==> src/rtl/game_dialog_ctrl_if.sv <==
// Bus between the game engine and the dialog controller: player input and
// pixel probe towards the controller, dialog/flag state back to the engine.
interface game_dialog_ctrl_if #(
    parameter int FLAG_NUM = 2
);
    logic [3:0]          key;
    logic [11:0]         current_pix;
    logic                flags_clr;
    logic                dialog_active;
    logic [2:0]          dialog_id;
    logic [3:0]          page;
    logic [FLAG_NUM-1:0] flags;
    logic                action_ok;
    logic                action_denied;

    modport master (
        output key, current_pix, flags_clr,
        input  dialog_active, dialog_id, page, flags, action_ok, action_denied
    );

    modport slave (
        input  key, current_pix, flags_clr,
        output dialog_active, dialog_id, page, flags, action_ok, action_denied
    );
endinterface

==> src/rtl/game_dialog_ctrl.sv <==
// Dialog controller: detects which interaction zone the player stands on by
// marker colour, pages through that zone's dialog on key presses and, when
// the last page is confirmed, checks/sets game-state flags.
//
// state     | meaning
// ----------+--------------------------------------------------------------
// IDLE      | player not on any zone marker
// TALK      | dialog shown, paging through the active zone
// DONE      | last page confirmed, completion result issued, window held
// DISMISSED | dialog closed by the player while still standing in the zone
module game_dialog_ctrl #(
    parameter int                      NPC_NUM    = 3,
    parameter int                      FLAG_NUM   = 2,
    parameter logic [12*NPC_NUM-1:0]   ZONE_COLOR = {12'hFF0, 12'h0FF, 12'h00F},
    parameter logic [4*NPC_NUM-1:0]    ZONE_PAGES = {4'd1, 4'd2, 4'd1},
    parameter logic [4*NPC_NUM-1:0]    ZONE_REQ   = {4'h8, 4'h0, 4'h0},
    parameter logic [4*NPC_NUM-1:0]    ZONE_SET   = {4'h9, 4'h8, 4'h0},
    parameter logic [3:0]              KEY_NEXT   = 4'h1,
    parameter logic [3:0]              KEY_EXIT   = 4'h2
) (
    input  logic             clk,
    input  logic             rst,
    game_dialog_ctrl_if.slave bus
);

    typedef enum logic [1:0] {
        IDLE      = 2'd0,
        TALK      = 2'd1,
        DONE      = 2'd2,
        DISMISSED = 2'd3
    } state_t;

    state_t              state_q, state_d;
    logic [3:0]          key_prev_q, key_prev_d;
    logic [2:0]          dialog_id_q, dialog_id_d;
    logic [3:0]          page_q, page_d;
    logic [FLAG_NUM-1:0] flags_q, flags_d;
    logic                dialog_active_q, dialog_active_d;
    logic                action_ok_q, action_ok_d;
    logic                action_denied_q, action_denied_d;

    logic                match_hit;
    logic [2:0]          match_id;
    logic                press_next, press_exit;
    logic [3:0]          zone_pages, zone_req, zone_set;
    logic                req_met;

    // Zone lookup by marker colour; scanning high to low lets the lowest index win.
    always_comb begin
        match_hit = 1'b0;
        match_id  = 3'd0;
        for (int i = NPC_NUM - 1; i >= 0; i--) begin
            if (bus.current_pix == ZONE_COLOR[12*i +: 12]) begin
                match_hit = 1'b1;
                match_id  = 3'(i);
            end
        end
    end

    // One press per key-down: held keys are ignored after the first cycle.
    always_comb begin
        press_next = (bus.key == KEY_NEXT) && (key_prev_q != KEY_NEXT);
        press_exit = (bus.key == KEY_EXIT) && (key_prev_q != KEY_EXIT);
    end

    // Per-zone table lookup and completion gate; flag indices beyond FLAG_NUM never match.
    always_comb begin
        zone_pages = ZONE_PAGES[4*int'(dialog_id_q) +: 4];
        zone_req   = ZONE_REQ[4*int'(dialog_id_q) +: 4];
        zone_set   = ZONE_SET[4*int'(dialog_id_q) +: 4];
        req_met    = !zone_req[3];
        for (int f = 0; f < FLAG_NUM; f++) begin
            if (zone_req[3] && (int'(zone_req[2:0]) == f) && flags_q[f]) begin
                req_met = 1'b1;
            end
        end
    end

    // Next-state logic: zone changes pre-empt (and swallow) key presses.
    always_comb begin
        state_d         = state_q;
        key_prev_d      = bus.key;
        dialog_id_d     = dialog_id_q;
        page_d          = page_q;
        flags_d         = flags_q;
        action_ok_d     = 1'b0;
        action_denied_d = 1'b0;

        if (!match_hit) begin
            state_d = IDLE;
            page_d  = 4'd0;
        end else if ((state_q == IDLE) || (match_id != dialog_id_q)) begin
            state_d     = TALK;
            dialog_id_d = match_id;
            page_d      = 4'd0;
        end else begin
            case (state_q)
                TALK: begin
                    if (press_next) begin
                        if (({1'b0, page_q} + 5'd1) < {1'b0, zone_pages}) begin
                            page_d = page_q + 4'd1;
                        end else begin
                            state_d = DONE;
                            if (req_met) begin
                                action_ok_d = 1'b1;
                                for (int f = 0; f < FLAG_NUM; f++) begin
                                    if (zone_set[3] && (int'(zone_set[2:0]) == f)) begin
                                        flags_d[f] = 1'b1;
                                    end
                                end
                            end else begin
                                action_denied_d = 1'b1;
                            end
                        end
                    end else if (press_exit) begin
                        state_d = DISMISSED;
                    end
                end
                DONE: begin
                    if (press_next || press_exit) begin
                        state_d = DISMISSED;
                    end
                end
                default: ;
            endcase
        end

        if (bus.flags_clr) begin
            flags_d = '0;
        end

        dialog_active_d = (state_d == TALK) || (state_d == DONE);
    end

    // All state and outputs registered; synchronous active-high reset.
    always_ff @(posedge clk) begin
        if (rst) begin
            state_q         <= IDLE;
            key_prev_q      <= 4'h0;
            dialog_id_q     <= 3'd0;
            page_q          <= 4'd0;
            flags_q         <= '0;
            dialog_active_q <= 1'b0;
            action_ok_q     <= 1'b0;
            action_denied_q <= 1'b0;
        end else begin
            state_q         <= state_d;
            key_prev_q      <= key_prev_d;
            dialog_id_q     <= dialog_id_d;
            page_q          <= page_d;
            flags_q         <= flags_d;
            dialog_active_q <= dialog_active_d;
            action_ok_q     <= action_ok_d;
            action_denied_q <= action_denied_d;
        end
    end

    assign bus.dialog_active = dialog_active_q;
    assign bus.dialog_id     = dialog_id_q;
    assign bus.page          = page_q;
    assign bus.flags         = flags_q;
    assign bus.action_ok     = action_ok_q;
    assign bus.action_denied = action_denied_q;

endmodule

==> src/flat_wrapper.sv <==
// flat-port wrapper written by rule: the top's interface ports become plain ports
module game_dialog_ctrl_flat 
#(
    parameter int                      NPC_NUM    = 3,
    parameter int                      FLAG_NUM   = 2,
    parameter logic [12*NPC_NUM-1:0]   ZONE_COLOR = {12'hFF0, 12'h0FF, 12'h00F},
    parameter logic [4*NPC_NUM-1:0]    ZONE_PAGES = {4'd1, 4'd2, 4'd1},
    parameter logic [4*NPC_NUM-1:0]    ZONE_REQ   = {4'h8, 4'h0, 4'h0},
    parameter logic [4*NPC_NUM-1:0]    ZONE_SET   = {4'h9, 4'h8, 4'h0},
    parameter logic [3:0]              KEY_NEXT   = 4'h1,
    parameter logic [3:0]              KEY_EXIT   = 4'h2
)
  (clk, rst, bus_key, bus_current_pix, bus_flags_clr, bus_dialog_active, bus_dialog_id, bus_page, bus_flags, bus_action_ok, bus_action_denied);
  game_dialog_ctrl_if #(.FLAG_NUM(FLAG_NUM)) bus_i ();
  input  logic clk;
  input  logic rst;
  input wire logic [$bits(bus_i.key)-1:0] bus_key;
  input wire logic [$bits(bus_i.current_pix)-1:0] bus_current_pix;
  input wire logic [$bits(bus_i.flags_clr)-1:0] bus_flags_clr;
  output wire logic [$bits(bus_i.dialog_active)-1:0] bus_dialog_active;
  output wire logic [$bits(bus_i.dialog_id)-1:0] bus_dialog_id;
  output wire logic [$bits(bus_i.page)-1:0] bus_page;
  output wire logic [$bits(bus_i.flags)-1:0] bus_flags;
  output wire logic [$bits(bus_i.action_ok)-1:0] bus_action_ok;
  output wire logic [$bits(bus_i.action_denied)-1:0] bus_action_denied;
  assign bus_i.key = bus_key;
  assign bus_i.current_pix = bus_current_pix;
  assign bus_i.flags_clr = bus_flags_clr;
  assign bus_dialog_active = bus_i.dialog_active;
  assign bus_dialog_id = bus_i.dialog_id;
  assign bus_page = bus_i.page;
  assign bus_flags = bus_i.flags;
  assign bus_action_ok = bus_i.action_ok;
  assign bus_action_denied = bus_i.action_denied;
  game_dialog_ctrl #(.NPC_NUM(NPC_NUM), .FLAG_NUM(FLAG_NUM), .ZONE_COLOR(ZONE_COLOR), .ZONE_PAGES(ZONE_PAGES), .ZONE_REQ(ZONE_REQ), .ZONE_SET(ZONE_SET), .KEY_NEXT(KEY_NEXT), .KEY_EXIT(KEY_EXIT)) u_core (.clk(clk), .rst(rst), .bus(bus_i));
endmodule
==> config.mk <==
export PLATFORM = sky130hd
export DESIGN_NAME = game_dialog_ctrl_flat
export DESIGN_NICKNAME = d
export VERILOG_FILES = /design/src/rtl/game_dialog_ctrl_if.sv /design/src/rtl/game_dialog_ctrl.sv /design/src/flat_wrapper.sv
export SDC_FILE = /design/constraint.sdc
export NUM_CORES = 1
export LEC_CHECK = 0
export ABC_AREA = 1
export BUFFER_PORTS_ARGS = -buffer_cell sky130_fd_sc_hd__buf_2
export CORE_UTILIZATION = 45
export DETAILED_ROUTE_END_ITERATION = 7
export GPL_TIMING_DRIVEN = 1
export PLACE_DENSITY = 0.76
export SLEW_MARGIN = 20
export SYNTH_ARGS = -nofsm -noshare
export SYNTH_HDL_FRONTEND = slang
export SYNTH_SLANG_ARGS = --single-unit
==> constraint.sdc <==
create_clock -name clk -period 1.8 [get_ports clk]
set_input_delay 0.27 -clock clk [delete_from_list [all_inputs] [get_ports clk]]
set_output_delay 0.27 -clock clk [all_outputs]
set_load 0.005 [all_outputs]
==> flow_summary.yaml <==
run_status:
  status: "finished clean"
synth:
  ys_seq_area_share_pct: 32.6
  netlist_area_um2: 1040
  syn_area_per_cell_um2: 6.10
  syn_inst: 171
  yosys_warnings: 0
  synth_seq_cells: 17
  syn_nets: 195
  ys_types: 22
worst_setup_path:
  cp_slowest_cell: "dfxtp_2"
  worstPathRequired_ns: 1.99
  path_common_cell: "nand2_1"
  crit_chain: "ha_4, ha_4, nor2_2, nand3_2, nor2_4, nand2_4, nand2_1, nand2_1, nand2_2, a21oi_2, nand2_1, a21oi_2"
  worstRegToRegCells: 12
  crit_path_end_kind: "flip-flop"
  cp_max_fo: 3
  crit_start: "u_core.bus.page[0]"
  crit_arrival_ns: 1.95
  crit_path_start_kind: "flip-flop"
  critPathKind: "flip-flop to flip-flop"
  max_stage_delay_ns: 0.35
  reg2reg_from: "u_core.bus.page[0]"
job:
  cap_violations: 0
drt:
  maxUsedRoutingLayer: "met4"
  drc: 0
  wl_met1_um: 1010
  wl_met3_um: 80
  drt-total-wl_um: 2290
  viasPerCell: 4.75
  ant_nets: 0
  dr_wl_met2_um: 1180
  drtPass1Iterations: 4
  vias: 1116
  dr.first_iter.drc_count: 10
  wire_per_inst_um: 9.76
global_routing:
  overflow: 0
  grt_antenna_before_repair: 0
  grt_pass1_wl_um: 3680
  grt_usage_pct: 19.1
  grt_pass1_vias: 964
  grt_max_degree: 10
cts:
  cts_hold_buf: 0
  cts_made_buffers: 3
  h-tree-depth: 1
  ctsRootBufferMaster: "clkbuf_4"
  clock-sinks: 17
  cts.path.max_buffers: 2
  clk_pin_slew_ns: 0.10
  clkLatencyLatePin_ns: 0.30
  cts_tree: "done"
floorplanning:
  rows: 17
  die_x_um: 50.2
  fp.dieH_um: 50.2
  die_area_um2: 2520
  core-area_um2: 2190
  initial_utilization_pct: 47.6
  ioPinCount: 31
timing:
  skew_ns: 0.00637
  min_period_over_period_pct: 97.5
  setup_viol: 0
  hold_ws_ns: 0.186
  hold_viol_final: 0
  period_needed_ns: 1.76
  drv_slew: 0
  timing.fmax_ghz: 0.570
place:
  place_congestion: 0.906
  numPortBuffers: 29
  dp_hpwl_um: 1780
  dpl_cell_area_um2: 1240
  place_inst: 230
finish:
  fillers: 191
  layout_common_cells: "nand2_1, inv_1, buf_2, nor2_1, dfxtp_1"
  layout_commonest_cell: "nand2_1"
  design_area_um2: 1360
  fin_cells: 235
  drive_gt1_share_pct: 29.0
  multi_input_area_um2: 653
  n_antenna_cell: 0
  regArea_um2: 343
  fin_nets: 232
  syn_to_final_growth_pct: 30.3
power_and_ir_drop:
  powerDensity_nw_per_um2: 479
  ir_drop_v: 0.000425
  p_leak_nw: 0.690
min_path:
  hold_depth: 3
  min_from: "bus_key[3]"
  min_path_type: "input port to flip-flop"
## metal layers
metal / track usage [%] / vias up
met5: 0 / -
met1: 22.3 / 505
met4: 6.19 / 0
met3: 5.76 / 4
li1: - / 589
met2: 32.7 / 18
## kinds of logic (layout without fill, tap and decap cells)
kind of cell / Yosys count / in the layout / share of synthesized area (%)
buffers and inverters: 35 / 71 / 12.9
AO/OA/AOI/OAI: 12 / 12 / 5.75
XOR/XNOR: 1 / 1 / 0.839
other: 1 / 1 / 0.359
AND/OR/NAND/NOR: 100 / 100 / 41.5
flip-flops: 17 / 17 / 32.6
adder cells (fa/ha/maj): 5 / 5 / 6.00
## sequential cells by signal, summed over array words and instances (netlist names)
register and flops:
u_core.bus.dialog_active 1, u_core.bus.flags 2, u_core.bus.action_denied 1, u_core.state_q 2, u_core.bus.dialog_id 2, u_core.bus.page 4
u_core.key_prev_q 4, u_core.bus.action_ok 1
## cells in the mapped netlist, drive strengths merged
library cell  count  area share (%)
conb              1            0.36
inv              34              12
nand4             2             1.2
buf               1            0.72
ha                5             6.0
or2               1            0.60
nor2             33              13
a21oi             8             3.8
nor3b             1            0.72
o21ai             4             1.9
nor3              4             2.4
and2              1            0.60
nand3            13             6.7
xnor2             1            0.84
dfxtp            17              33
nand2            45              16
## worst paths after layout
kind	to	slack [ns]
worst max-delay path	u_core.bus.dialog_active	0.04
worst min-delay path	u_core.key_prev_q[3]	0.19
worst max register to register	u_core.bus.dialog_active	0.04
worst min register to register	u_core.bus.flags[1]	0.46
## critical path: cells and delay by family, from the launching register on
| kind | cells | cell delay (ns) |
|---|---|---|
| compound gates | 2 | 0.11 |
| fa+ha+maj | 2 | 0.40 |
| simple gates | 8 | 0.80 |
| flops | 1 | 0.35 |
## cell type report
class | count | area share [%]
clock buffer | 4 | 1.93
inverter | 34 | 9.38
multi-input combinational | 119 | 48.0
sequential | 17 | 25.2
tap | 28 | 2.58
timing repair buffer | 33 | 12.9
## metrics by stage
step           power [mW]  TNS [ns]  worst slack (ns)  utilization, %
2_1_floorplan       0.424         0            0.0313               -
3_3_place_gp        0.450         0            0.0594            56.5
3_5_place_dp        0.453   -0.0941           -0.0490            56.5
4_1_cts             0.658         0           0.00386            58.1
5_1_grt             0.678   -0.0561           -0.0374            62.1
6_report            0.651         0            0.0444            62.1
## power by group
group          internal (mW)  switching, mW  total (mW)  leakage, nW
logic                 0.0269         0.0352      0.0622        0.536
registers              0.381        0.00187       0.382        0.139
clock network         0.0864          0.120       0.206       0.0150
total                  0.494          0.157       0.651        0.690
## timing repair
item	in CTS	in global routing
setup endpoints to repair	5	8
buffers inserted	0	1
gates resized for setup	3	19
pin swaps	2	8
(Power assumes the default switching activity.)
